**src/rtl/ps2_host_cmd_seq.sv**
```systemverilog
// ps2_host_cmd_seq: host-to-device command sequencer for a PS/2 keyboard port.
// It accepts a command byte and runs the host-transmit protocol: clock inhibit,
// request-to-send, 8 data bits LSB first, odd parity, stop, line-ACK check, and
// 0xFA/0xFE response handling with bounded resends and an overall timeout.
// It drives the open-drain PS/2 pins and masks the receiver while transmitting.
//
// Ports:
//   CLOCK_50, RESET           system clock, asynchronous active-high reset
//   cmd_valid/cmd_ready/cmd_data   command handshake (ready only in IDLE)
//   PS2_CLK_IN, PS2_DAT_IN    raw pin levels (synchronised internally)
//   PS2_CLK_OE, PS2_DAT_OE    1 = pull the line low
//   rx_valid, rx_data         byte strobe from the existing PS/2 receiver
//   rx_inhibit                1 = receiver must drop frames (host transmitting)
//   busy, done, status        busy outside IDLE; done pulse with status
//                             (00 ok, 01 NACK, 10 timeout, 11 no line-ACK)
//
// Optional feature macro: PS2_CMD_ARG_EN adds cmd_has_arg/cmd_arg and sends the
// argument byte as a second transaction after the command is acknowledged.

module ps2_host_cmd_seq #(
  parameter int unsigned INHIBIT_CYCLES = 5000,
  parameter int unsigned TIMEOUT_CYCLES = 750000,
  parameter int unsigned MAX_RETRY      = 2
) (
  input  logic       CLOCK_50,
  input  logic       RESET,
  input  logic       cmd_valid,
  output logic       cmd_ready,
  input  logic [7:0] cmd_data,
`ifdef PS2_CMD_ARG_EN
  input  logic       cmd_has_arg,
  input  logic [7:0] cmd_arg,
`endif
  input  logic       PS2_CLK_IN,
  input  logic       PS2_DAT_IN,
  output logic       PS2_CLK_OE,
  output logic       PS2_DAT_OE,
  input  logic       rx_valid,
  input  logic [7:0] rx_data,
  output logic       rx_inhibit,
  output logic       busy,
  output logic       done,
  output logic [1:0] status
);

  localparam int unsigned INH_W   = $clog2(INHIBIT_CYCLES + 1);
  localparam int unsigned TO_W    = $clog2(TIMEOUT_CYCLES + 1);
  localparam int unsigned RETRY_W = $clog2(MAX_RETRY + 2);

  localparam logic [7:0] RESP_ACK    = 8'hFA;
  localparam logic [7:0] RESP_RESEND = 8'hFE;

  localparam logic [1:0] ST_OK      = 2'b00;
  localparam logic [1:0] ST_NACK    = 2'b01;
  localparam logic [1:0] ST_TIMEOUT = 2'b10;
  localparam logic [1:0] ST_NO_LACK = 2'b11;

  typedef enum logic [3:0] {
    IDLE,
    INHIBIT,
    RTS,
    SEND,
    PARITY,
    STOP,
    LACK,
    WAIT_RESP,
    DONE
  } state_e;

  state_e             state_q, state_d;
  logic [2:0]         clk_sync_q, clk_sync_d;
  logic [1:0]         dat_sync_q, dat_sync_d;
  logic [INH_W-1:0]   inh_cnt_q, inh_cnt_d;
  logic [TO_W-1:0]    to_cnt_q, to_cnt_d;
  logic [RETRY_W-1:0] retry_q, retry_d;
  logic [2:0]         bit_idx_q, bit_idx_d;
  logic [7:0]         byte_q, byte_d;
  logic               par_q, par_d;
  logic               clk_oe_q, clk_oe_d;
  logic               dat_oe_q, dat_oe_d;
  logic               rx_inhibit_q, rx_inhibit_d;
  logic               busy_q, busy_d;
  logic               cmd_ready_q, cmd_ready_d;
  logic               done_q, done_d;
  logic [1:0]         status_q, status_d;
`ifdef PS2_CMD_ARG_EN
  logic               has_arg_q, has_arg_d;
  logic [7:0]         arg_q, arg_d;
  logic               arg_phase_q, arg_phase_d;
`endif

  logic clk_fall;
  logic timed_state;

  // Falling edge of the synchronised device clock (oldest sample high, newer low).
  assign clk_fall    = clk_sync_q[2] & ~clk_sync_q[1];
  assign timed_state = (state_q == SEND) || (state_q == PARITY) || (state_q == STOP) ||
                       (state_q == LACK) || (state_q == WAIT_RESP);

  // Next-state and registered-output logic.
  always_comb begin
    state_d      = state_q;
    clk_sync_d   = {clk_sync_q[1:0], PS2_CLK_IN};
    dat_sync_d   = {dat_sync_q[0], PS2_DAT_IN};
    inh_cnt_d    = inh_cnt_q;
    to_cnt_d     = to_cnt_q;
    retry_d      = retry_q;
    bit_idx_d    = bit_idx_q;
    byte_d       = byte_q;
    par_d        = par_q;
    dat_oe_d     = dat_oe_q;
    status_d     = status_q;
`ifdef PS2_CMD_ARG_EN
    has_arg_d    = has_arg_q;
    arg_d        = arg_q;
    arg_phase_d  = arg_phase_q;
`endif

    if (timed_state) begin
      to_cnt_d = to_cnt_q + TO_W'(1);
    end

    case (state_q)
      IDLE: begin
        if (cmd_valid && cmd_ready_q) begin
          byte_d    = cmd_data;
          par_d     = ~^cmd_data;
          retry_d   = '0;
          inh_cnt_d = '0;
          state_d   = INHIBIT;
`ifdef PS2_CMD_ARG_EN
          has_arg_d   = cmd_has_arg;
          arg_d       = cmd_arg;
          arg_phase_d = 1'b0;
`endif
        end
      end

      INHIBIT: begin
        if (inh_cnt_q == INH_W'(INHIBIT_CYCLES - 1)) begin
          state_d  = RTS;
          dat_oe_d = 1'b1;
        end else begin
          inh_cnt_d = inh_cnt_q + INH_W'(1);
        end
      end

      // Start bit is already on the wire; release the clock and arm the timeout.
      RTS: begin
        state_d   = SEND;
        to_cnt_d  = '0;
        bit_idx_d = '0;
      end

      SEND: begin
        if (clk_fall) begin
          dat_oe_d  = ~byte_q[bit_idx_q];
          bit_idx_d = bit_idx_q + 3'd1;
          if (bit_idx_q == 3'd7) begin
            state_d = PARITY;
          end
        end
      end

      PARITY: begin
        if (clk_fall) begin
          dat_oe_d = ~par_q;
          state_d  = STOP;
        end
      end

      STOP: begin
        if (clk_fall) begin
          dat_oe_d = 1'b0;
          state_d  = LACK;
        end
      end

      LACK: begin
        if (clk_fall) begin
          if (dat_sync_q[1]) begin
            status_d = ST_NO_LACK;
            state_d  = DONE;
          end else begin
            state_d = WAIT_RESP;
          end
        end
      end

      // Bytes other than ACK/RESEND are left for the user logic and ignored here.
      WAIT_RESP: begin
        if (rx_valid) begin
          if (rx_data == RESP_ACK) begin
`ifdef PS2_CMD_ARG_EN
            if (has_arg_q && !arg_phase_q) begin
              arg_phase_d = 1'b1;
              byte_d      = arg_q;
              par_d       = ~^arg_q;
              retry_d     = '0;
              inh_cnt_d   = '0;
              state_d     = INHIBIT;
            end else begin
              status_d = ST_OK;
              state_d  = DONE;
            end
`else
            status_d = ST_OK;
            state_d  = DONE;
`endif
          end else if (rx_data == RESP_RESEND) begin
            if (retry_q < RETRY_W'(MAX_RETRY)) begin
              retry_d   = retry_q + RETRY_W'(1);
              inh_cnt_d = '0;
              state_d   = INHIBIT;
            end else begin
              status_d = ST_NACK;
              state_d  = DONE;
            end
          end
        end
      end

      DONE: begin
        state_d = IDLE;
      end

      default: begin
        state_d = IDLE;
      end
    endcase

    // Timeout wins over any event seen in the same cycle.
    if (timed_state && (to_cnt_q == TO_W'(TIMEOUT_CYCLES - 1))) begin
      status_d = ST_TIMEOUT;
      state_d  = DONE;
    end

    // Outputs are registered from the next state so they change with it.
    clk_oe_d     = (state_d == INHIBIT) || (state_d == RTS);
    rx_inhibit_d = (state_d == INHIBIT) || (state_d == RTS) || (state_d == SEND) ||
                   (state_d == PARITY) || (state_d == STOP) || (state_d == LACK);
    if (!((state_d == RTS) || (state_d == SEND) || (state_d == PARITY) || (state_d == STOP))) begin
      dat_oe_d = 1'b0;
    end
    busy_d      = (state_d != IDLE);
    cmd_ready_d = (state_d == IDLE);
    done_d      = (state_d == DONE);
  end

  // State and output registers; reset releases both lines immediately.
  always_ff @(posedge CLOCK_50 or posedge RESET) begin
    if (RESET) begin
      state_q      <= IDLE;
      clk_sync_q   <= 3'b111;
      dat_sync_q   <= 2'b11;
      inh_cnt_q    <= '0;
      to_cnt_q     <= '0;
      retry_q      <= '0;
      bit_idx_q    <= '0;
      byte_q       <= '0;
      par_q        <= 1'b0;
      clk_oe_q     <= 1'b0;
      dat_oe_q     <= 1'b0;
      rx_inhibit_q <= 1'b0;
      busy_q       <= 1'b0;
      cmd_ready_q  <= 1'b1;
      done_q       <= 1'b0;
      status_q     <= '0;
`ifdef PS2_CMD_ARG_EN
      has_arg_q    <= 1'b0;
      arg_q        <= '0;
      arg_phase_q  <= 1'b0;
`endif
    end else begin
      state_q      <= state_d;
      clk_sync_q   <= clk_sync_d;
      dat_sync_q   <= dat_sync_d;
      inh_cnt_q    <= inh_cnt_d;
      to_cnt_q     <= to_cnt_d;
      retry_q      <= retry_d;
      bit_idx_q    <= bit_idx_d;
      byte_q       <= byte_d;
      par_q        <= par_d;
      clk_oe_q     <= clk_oe_d;
      dat_oe_q     <= dat_oe_d;
      rx_inhibit_q <= rx_inhibit_d;
      busy_q       <= busy_d;
      cmd_ready_q  <= cmd_ready_d;
      done_q       <= done_d;
      status_q     <= status_d;
`ifdef PS2_CMD_ARG_EN
      has_arg_q    <= has_arg_d;
      arg_q        <= arg_d;
      arg_phase_q  <= arg_phase_d;
`endif
    end
  end

  assign cmd_ready  = cmd_ready_q;
  assign PS2_CLK_OE = clk_oe_q;
  assign PS2_DAT_OE = dat_oe_q;
  assign rx_inhibit = rx_inhibit_q;
  assign busy       = busy_q;
  assign done       = done_q;
  assign status     = status_q;

endmodule

```
**config.mk**
```make
export PLATFORM = sky130hd
export DESIGN_NAME = ps2_host_cmd_seq
export DESIGN_NICKNAME = d
export VERILOG_FILES = /design/src/rtl/ps2_host_cmd_seq.sv
export SDC_FILE = /design/constraint.sdc
export NUM_CORES = 1
export LEC_CHECK = 0
export ABC_AREA = 1
export CAP_MARGIN = 10
export CORE_ASPECT_RATIO = 0.6
export CORE_MARGIN = 3
export CORE_UTILIZATION = 40
export CTS_CLUSTER_SIZE = 14
export DETAILED_ROUTE_END_ITERATION = 12
export HOLD_SLACK_MARGIN = 0.03
export MAX_ROUTING_LAYER = met4
export PLACE_DENSITY = 0.66
export SETUP_SLACK_MARGIN = 0.4
export SLEW_MARGIN = 25
export SYNTH_ARGS = -nofsm -noshare
export SYNTH_HDL_FRONTEND = slang
export SYNTH_SLANG_ARGS = --single-unit
```
**constraint.sdc**
```tcl
create_clock -name CLOCK_50 -period 3 [get_ports CLOCK_50]
set_clock_uncertainty 0.2 [all_clocks]
set_input_delay 0.9 -clock CLOCK_50 [delete_from_list [all_inputs] [get_ports CLOCK_50]]
set_output_delay 0.9 -clock CLOCK_50 [all_outputs]
set_load 0.02 [all_outputs]
```
# [Yosys cells after proc, flatten, opt, wreduce, memory -nomap -nowiden]
# Index checks and enable logic that the tools add are counted.
[op_classes] eq_ne=36 n_mul=0 div=0 bitwise=4 shift=0 n_reduce_logical=29 mux=47 n_addsub=4 n_lt_le_gt_ge=2
[ops] operator="13-bit two-way mux" n=6
[ops] operator="4-bit two-way mux" n=13
[ops] operator="20-bit two-way mux" n=2
[ops] operator="13-bit one-hot mux with 3 select lines" n=1
[ops] operator="4-bit one-hot mux with 8 select lines" n=1
[ops] operator="4-bit by 3-bit equality test with 1-bit output (second input constant)" n=7
[ops] operator="2-bit two-way mux" n=12
[ops] operator="20-bit by 1-bit adder with 20-bit output (second input constant)" n=1
[ops] operator="20-bit equality test (second input constant)" n=1
[ops] operator="4-bit by 2-bit equality test with 1-bit output (second input constant)" n=4
[ops] operator="8-bit equality test (second input constant)" n=2
[ops] operator="13-bit by 1-bit adder with 13-bit output (second input constant)" n=1
[ops] operator="13-bit equality test (second input constant)" n=1
[ops] operator="1-bit logical OR" n=12
[ops] operator="3-bit != test (second input constant)" n=4
[ops] operator="6-bit AND reduction" n=2
[ops] operator="2-bit != test (second input constant)" n=5
[ops] operator="3-bit by 2-bit != test with 1-bit output (second input constant)" n=3
[ops] operator="4-bit by 1-bit equality test with 1-bit output (second input constant)" n=2
[ops] operator="4-bit logical NOT" n=2
[ops] operator="2-bit one-hot mux with 2 select lines" n=2
[ops] operator="8-bit XNOR reduction" n=1
[ops] operator="7-bit AND reduction" n=1
[ops] operator="1-bit two-way mux" n=6
[ops] operator="22 further kinds" n=30
[word_totals] mem_count=0 output_inout_bits=8 latchBits=0 mem_bits_rw=0 mem_bits_ro=0 ff_bits=64

# [Depth between registers and ports, before layout]
# Gate-level depths: netlist (run 1).
[logic_depth] depth_word=13 ltp_mapped=13

# [Least setup slack after synthesis (run 1)]
# No wires, ideal clock.
[synth_path] path_kind="in2reg" startpoint="input rx_data[5]" endpoint="register busy_q (netlist: busy)" slack_ns=0.881 arrival_time_ns=1.804 required_time_ns=2.685 n_path_buf=0 stages=11 cell_sequence="nand2_1 nor2_1 nand2_1 nand3_2 nand2_1 nor2_1 nand3_1 nand2_1 nand2_1 nor2_2 inv_2"
[synth_via] elab_chain_cells=7 word_cells_on_any_way=8
[synth_rtl] element="start, declared" line_no="39" text="input logic [7:0] rx_data,"
[synth_rtl] element="8-bit equality test" line_no="210" text="end else if (rx_data == RESP_RESEND) begin"
[synth_rtl] element="4-bit two-way mux" line_no="210"
[synth_rtl] element="4-bit two-way mux (*)" line_no="193" text="if (rx_data == RESP_ACK) begin"
[synth_rtl] element="4-bit two-way mux (*)" line_no="192" text="if (rx_valid) begin"
[synth_rtl] element="4-bit one-hot mux with 8 select lines (*)" line_no="123" text="case (state_q)"
[synth_rtl] element="4-bit two-way mux (*)" line_no="233" text="if (timed_state && (to_cnt_q == TO_W'(TIMEOUT_CYCLES - 1))) begin"
[synth_rtl] element="4-bit nonzero test (*)" line_no="245" text="busy_d = (state_d != IDLE);"
[synth_rtl] element="net busy_d" line_no="82" text="logic busy_q, busy_d;"
[synth_rtl] element="end signal, assigned" line_no="287" text="busy_q <= busy_d;"
[synth_rtl] element="end, declared" line_no="82"
# The timed path passes the listed nets; every way through them passes the cells marked *.
# A chain may end at the register's enable or synchronous reset.

# [Final worst setup path (run 1)]
# Ends and elaborated chain as after synthesis.

==> results of run 1 <==
logic make-up (layout without fill, tap and decap cells):
family	count (synthesis)	count (layout)
buffers and inverters	63	106
AO/OA/AOI/OAI	69	69
AND/OR/NAND/NOR	249	249
adder cells (fa/ha/maj)	4	4
flip-flops	64	64
XOR/XNOR	13	13
routing by layer:
metal,wire [um],GRT usage (%)
met2,3100,21.6
met3,483,5.65
met5,0,-
met1,4140,25.7
met4,61,4.82
cells in the mapped netlist, types with 2 or more instances:
| cell | n | share of area [%] |
|---|---|---|
| nand2_1 | 126 | 13 |
| dfstp_2 | 6 | 4.5 |
| a31oi_1 | 3 | 0.53 |
| nor3_1 | 10 | 1.4 |
| ha_1 | 4 | 1.4 |
| xor2_1 | 9 | 2.2 |
| o31ai_1 | 2 | 0.42 |
| xnor2_1 | 4 | 0.99 |
| nand4_1 | 11 | 1.9 |
| a21oi_1 | 27 | 3.8 |
| inv_2 | 8 | 0.85 |
| dfrtp_1 | 58 | 41 |
| o211ai_1 | 2 | 0.42 |
| o21ai_1 | 11 | 1.6 |
| nand3b_1 | 2 | 0.42 |
| o21ai_0 | 20 | 2.8 |
| nand3_1 | 30 | 4.3 |
| nor2_4 | 2 | 0.64 |
| nand2_2 | 7 | 1.2 |
| nand3_2 | 4 | 1.1 |
| nor2_1 | 43 | 4.6 |
| o21a_1 | 2 | 0.42 |
| inv_1 | 49 | 5.2 |
| nor2_2 | 8 | 1.4 |
| buf_2 | 2 | 0.28 |
state kept, by name, summed over array words and instances (netlist names), 2 cells and up:
| signal | flops |
|---|---|
| retry_q | 2 |
| dat_sync_q | 2 |
| bit_idx_q | 3 |
| state_q | 4 |
| status | 2 |
| clk_sync_q | 3 |
| byte_q | 8 |
| to_cnt_q | 20 |
| inh_cnt_q | 13 |
worst max path at each step:
stage                    start          to  slack, ps  depth (start not counted)
global placement    rx_data[5]        busy        320                         12
global route        rx_data[6]        busy        380                         12
finish              rx_data[5]        busy        530                         12
CTS                 PS2_DAT_OE  PS2_DAT_OE        520                          1
floorplan           rx_data[5]        busy        880                         11
detailed placement  rx_data[5]        busy        220                         12
stage by stage:
step	hold WS (ps)	utilization [%]	area, um^2	setup slack [ps]	cells
floorplan	145	-	3540	881	462
global placement	147	48.2	3960	315	597
detailed placement	147	48.2	3960	221	597
CTS	155	51.8	4260	515	613
global route	157	51.9	4270	380	613
finish	153	51.9	4270	532	613
cell type report:
class	instances	area, um^2
timing repair buffer	32	324
sequential	64	1610
tap	108	135
clock inverter	3	40.0
inverter	58	224
fill	797	3960
multi-input combinational	335	1680
clock buffer	13	260
power groups by stage:
stage | sequential (uW) | clock, uW | combinational, uW
4_1_cts | 1110 | 1060 | 467
3_3_place_gp | 1120 | 0 | 453
2_1_floorplan | 1100 | 0 | 333
6_report | 1110 | 1030 | 465
5_1_grt | 1130 | 1100 | 534
3_5_place_dp | 1120 | 0 | 467
==> metrics.csv, run 1 <==
metric,value,unit
reg-to-reg setup timing slack,780,ps
global-route wire length before repair,13200,um
hold path endpoint,clk_sync_q[1],
final WL,7780,um
Initial Util,42.9,%
Final Cycle Share,82.3,%
crit-path max FO,3,
Worst-Skew Late Latency,330,ps
RSZ-0062 raised after global routing,false,
Post-Syn Nets,488,
die outline height,78.8,um
Port Buffers,29,
cells along the critical path,clkdlybuf4s50_1 -> nand2_1 -> nor2_2 -> nand2_1 -> nand3_2 -> nand2_1 -> nor2_1 -> nand3_1 -> nand2_1 -> nand2_1 -> nor2_2 -> inv_2,
main combinational cell family by area after synthesis,simple AND/OR/NAND/NOR gates,
peak supply drop,0.390,mV
Post-Synth Adder-Cell Area,1.42,%
maximum clock rate,405,MHz
P per Cell Area,611,nW/um^2
Bufs on Longest Clock Path,2,
"Seq/Total Area, Yosys",45.6,%
largest net degree at the start of global routing,65,
P_leak,0.00199,uW
DRC marker count from the first detailed-route iteration,219,
Syn-to-layout area delta,20.8,%
depth of the CTS H-tree,3,
DRC viols,0,
final setup vio count,0,
Slew Limit Fails,0,
Clock power frac,39.6,%
vias in the first global route,2761,
total negative slack,0,ps
initial antenna violation count,0,
peak per-stage delay on the critical path,460,ps
Via Count,3028,
final hold viol count,0,
CP Launch Type,input port,
Hold Path Class,reg -> reg,
element type at the critical path end,flop,
Tmin final,2470,ps
Post-Synth XOR/XNOR Area,3.22,%
Synth Area per Inst,7.65,um^2
outcome,completed,
Post-Syn Area,3530,um^2
Post-CTS Repair Setup Buffers,0,
synthesized flop and latch total,64,
fraction of layout cells with a size suffix above 1,12.1,%
Total Power,2610,uW
Worst R2R Start,state_q[0],
Psw,729,uW
synth warn,0,
io pins,30,
family with the most delay on the worst path,simple AND/OR/NAND/NOR gates,
Antenna Nets Post-Route,0,
n_diodes,0,
post-DP HPWL,5800,um
CORE AREA,8230,um^2
"CTS clk-pin slew, worst paths",50,ps
Via density,4.94,
Critical Path RT,3020,ps
max_cap viols,0,
die area,10000,um^2
Synth Instances,462,
simple-gate area share of the yosys netlist,32.2,%
Wirelength per Cell,12.7,um
gr usage total,17.1,%
hold_buf cts,0,
Core Rows,25,
TritonCTS sink count,64,
Most common cell on crit path,nand2_1,
Setup Crit Path Kind,in -> reg,
CTS tree,done,
Combinational Power Share,17.9,%
Die Width,127,um
mux contribution to synthesized area,0,%
worst-margin pin slew,520,ps
"commonest non-fill, non-tap cells in the layout","nand2_1, dfrtp_1, inv_1, nor2_1, nand3_1",
Synth Area in Compound Gates,10.4,%
grt total ovfl,0,
final net count,526,
RR Endpoint,to_cnt_q[19],
"most common cell after layout, fill and taps aside",nand2_1,
Internal,1880,uW
"Slowest-stage cell, CP",clkdlybuf4s50_1,
Final Wtd Congestion,0.866,
post-CTS sizing,1,
ys flop type,dfrtp_1,
Synth cell types,37,
WHS Path Cells,0,
Worst EP arrival,2490,ps
DRT Pass-1 Iters,4,
number of flops mapped to enable cells by yosys,0,
cts bufs inserted,9,
sequential power share,42.6,%
asr flop ratio synth,100,%
Net Sw Frac,28.0,%
root cell of the clock tree,clkbuf_16,
CP bufs+invs,2,
Max-slew headroom,65.1,%
worst-case reg-to-reg path depth,10,
hold_sp,clk_sync_q[0],
No activity file was read; power rests on OpenSTA's default activity.
==> run 2, diff against run 1 <==
--- a/config.mk
+++ b/config.mk
@@ -14,7 +14,7 @@
 export DETAILED_ROUTE_END_ITERATION = 12
 export HOLD_SLACK_MARGIN = 0.03
 export MAX_ROUTING_LAYER = met4
-export PLACE_DENSITY = 0.66
+export PLACE_DENSITY = 0.68
 export SETUP_SLACK_MARGIN = 0.4
 export SLEW_MARGIN = 25
 export SYNTH_ARGS = -nofsm -noshare
==> constraint.sdc (replaced) <==
create_clock -name CLOCK_50 -period 2 [get_ports CLOCK_50]
set_clock_uncertainty 0.2 [all_clocks]
set_input_delay 0.6 -clock CLOCK_50 [delete_from_list [all_inputs] [get_ports CLOCK_50]]
set_output_delay 0.6 -clock CLOCK_50 [all_outputs]
set_load 0.02 [all_outputs]
==> run 2 against run 1 <==
  * Sequential cell count stayed put
  * Via count is 17% higher
  * Core utilization is 13 points higher
  * Largest power group unchanged
==> metrics.csv, run 2 (same netlist as run 1, synthesis figures left out) <==
metric,value,unit,change
CP bufs+invs,2,,unchanged
Initial Util,42.9,%,unchanged
Antenna Nets Post-Route,0,,unchanged
die area,10000,um^2,unchanged
Critical Path RT,2020,ps,-1000 ps
reg-to-reg setup timing slack,30,ps,-750 ps
DR WL met3,762,um,+58%
cell depth of the worst setup path,10,,-2
crit path from,state_q[0],,
hold_buf cts,0,,unchanged
Worst R2R Start,state_q[0],,
peak supply drop,0.508,mV,+30%
root cell of the clock tree,clkbuf_16,,
max_cap viols,0,,unchanged
final worst setup slack,28.0,ps,-504 ps
RR Endpoint,rx_inhibit,,
n_diodes,0,,unchanged
final setup vio count,0,,unchanged
DRT met1 WL,4750,um,+15%
outcome,completed,,
Worst-Skew Late Latency,340,ps,about the same
Via Count,3548,,+17%
peak per-stage delay on the critical path,450,ps,about the same
Setup Slack @ Placement,-478,ps,-699 ps
Hold WS,154,ps,+0.813 ps
Setup Crit Path Kind,reg -> reg,,
Final Wtd Congestion,0.930,,+7.5%
"most common cell after layout, fill and taps aside",nand2_1,,
depth of the CTS H-tree,3,,unchanged
Wirelength per Cell,15.4,um,+22%
Final Cycle Share,98.6,%,
maximum clock rate,507,MHz,
Max-slew headroom,74.4,%,+9.3 points
CP Launch Type,flop,,
cells along the critical path,buf_6 -> nor2_1 -> nand2_1 -> a21oi_2 -> nor2_4 -> nand3_2 -> buf_4 -> nand2_1 -> nand2_1 -> nand2_1,,
"CTS clk-pin slew, worst paths",50,ps,about the same
DRC marker count from the first detailed-route iteration,290,,+32%
family with the most delay on the worst path,simple AND/OR/NAND/NOR gates,,
final hold viol count,0,,unchanged
P per Cell Area,795,nW/um^2,+30%
Syn-to-layout area delta,52.1,%,
Most common cell on crit path,nand2_1,,
Port Buffers,29,,unchanged
hold_sp,dat_sync_q[0],,
gr usage total,20.5,%,+3.4 points
largest net degree at the start of global routing,32,,-51%
highest metal used,met4,,
crit path capture,rx_inhibit,,
TritonCTS sink count,64,,unchanged
Slew Limit Fails,0,,unchanged
CTS tree,done,,
Bufs on Longest Clock Path,2,,unchanged
CORE AREA,8230,um^2,unchanged
grt total ovfl,0,,unchanged
RSZ-0062 raised after global routing,true,,
final WL,10400,um,+33%
initial antenna violation count,0,,unchanged
fraction of layout cells with a size suffix above 1,40.9,%,+29 points
"commonest non-fill, non-tap cells in the layout","nand2_1, dfrtp_1, inv_1, buf_4, buf_6",,
global-route wire length before repair,15800,um,+20%
vias in the first global route,3340,,+21%
crit-path max FO,6,,+3
io pins,30,,unchanged
DRC viols,0,,unchanged
DR WL met2,4650,um,+50%
Tmin final,1970,ps,
Largest register FFs,20,,unchanged
"Slowest-stage cell, CP",dfrtp_2,,
worst-margin pin slew,382,ps,-138 ps
Hold Path Class,reg -> reg,,
die outline height,78.8,um,unchanged
P_leak,0.00252,uW,+26%
worst-case reg-to-reg path depth,10,,unchanged
DRT Pass-1 Iters,5,,+1
Via density,5.27,,+6.7%
Die Width,127,um,unchanged
Biggest register,to_cnt_q,,
Core Rows,25,,unchanged
total negative slack,0,ps,unchanged
cts bufs inserted,9,,unchanged
final net count,586,,+11%
biggest regs,"to_cnt_q: 20 flops, inh_cnt_q: 13 flops, byte_q: 8 flops",,
post-DP HPWL,6090,um,+4.9%
element type at the critical path end,flop,,
Worst EP arrival,1990,ps,-500 ps
[run 2: changes by cell type in the layout (fill, tap and decap cells not counted), sizes merged]
cell | previous run | this run
clkinv | 2 | 3
nand2 | 134 | 136
clkdlybuf4s50 | 28 | 3
buf | 3 | 70
bufinv | 1 | 0
dlygate4sd2 | 1 | 12
clkdlybuf4s15 | 0 | 5
[run 2: power breakdown]
| group | total, uW | leakage, uW | internal, uW | switching (uW) |
|---|---|---|---|---|
| Combinational | 1110 | 0.00156 | 491 | 621 |
| Sequential | 1670 | 0.000816 | 1510 | 157 |
| Clock | 1490 | 0.000145 | 933 | 558 |
| Total | 4270 | 0.00252 | 2940 | 1340 |
[run 2: layer usage]
layer  GRT usage, %  up-vias
li1               -     1705
met1           28.0     1682
met2           29.0      137
met3           5.98       24
met4           7.60        0
met5              -        -
[run 2: final cells by class]
| type | instances | area, um^2 |
|---|---|---|
| fill | 636 | 2860 |
| multi-input combinational | 337 | 2230 |
| sequential | 64 | 1620 |
| timing repair buffer | 90 | 861 |
| clock buffer | 13 | 270 |
| inverter | 58 | 246 |
| tap | 108 | 135 |
| clock inverter | 3 | 15.0 |
[run 2: what timing repair did]
item	in CTS	in global routing
pin swaps	40	33
cloned	2	0
gates resized for setup	147	86
buffers inserted	24	13
setup endpoints to repair	57	67
[run 2: worst min path at each step]
| stage | cells past startpoint | slack, ps | end |
|---|---|---|---|
| after CTS | 0 | 150 | dat_sync_q[1] |
| final | 0 | 150 | dat_sync_q[1] |
| after floorplan | 0 | 150 | clk_sync_q[1] |
| after global placement | 0 | 150 | clk_sync_q[1] |
| after detailed placement | 0 | 150 | dat_sync_q[1] |
| after global routing | 0 | 160 | clk_sync_q[1] |
[run 2: worst reg2reg max path, delay by kind of cell, from the launching register on]
| family | cells | cell delay (ps) |
|---|---|---|
| buffers and inverters | 2 | 270 |
| and+or+nand+nor | 7 | 660 |
| DFF | 1 | 450 |
| AOI/OAI and AO/OA | 1 | 290 |
[run 2: stage by stage]
stage | total power (uW) | instances | util (%) | area [um^2]
final | 4270 | 673 | 65.3 | 5370
after global routing | 4480 | 673 | 65.3 | 5370
after detailed placement | 2460 | 618 | 51.2 | 4210
after CTS | 4090 | 660 | 60.2 | 4950
after floorplan | 2170 | 462 | - | 3610
after global placement | 2430 | 618 | 51.2 | 4210
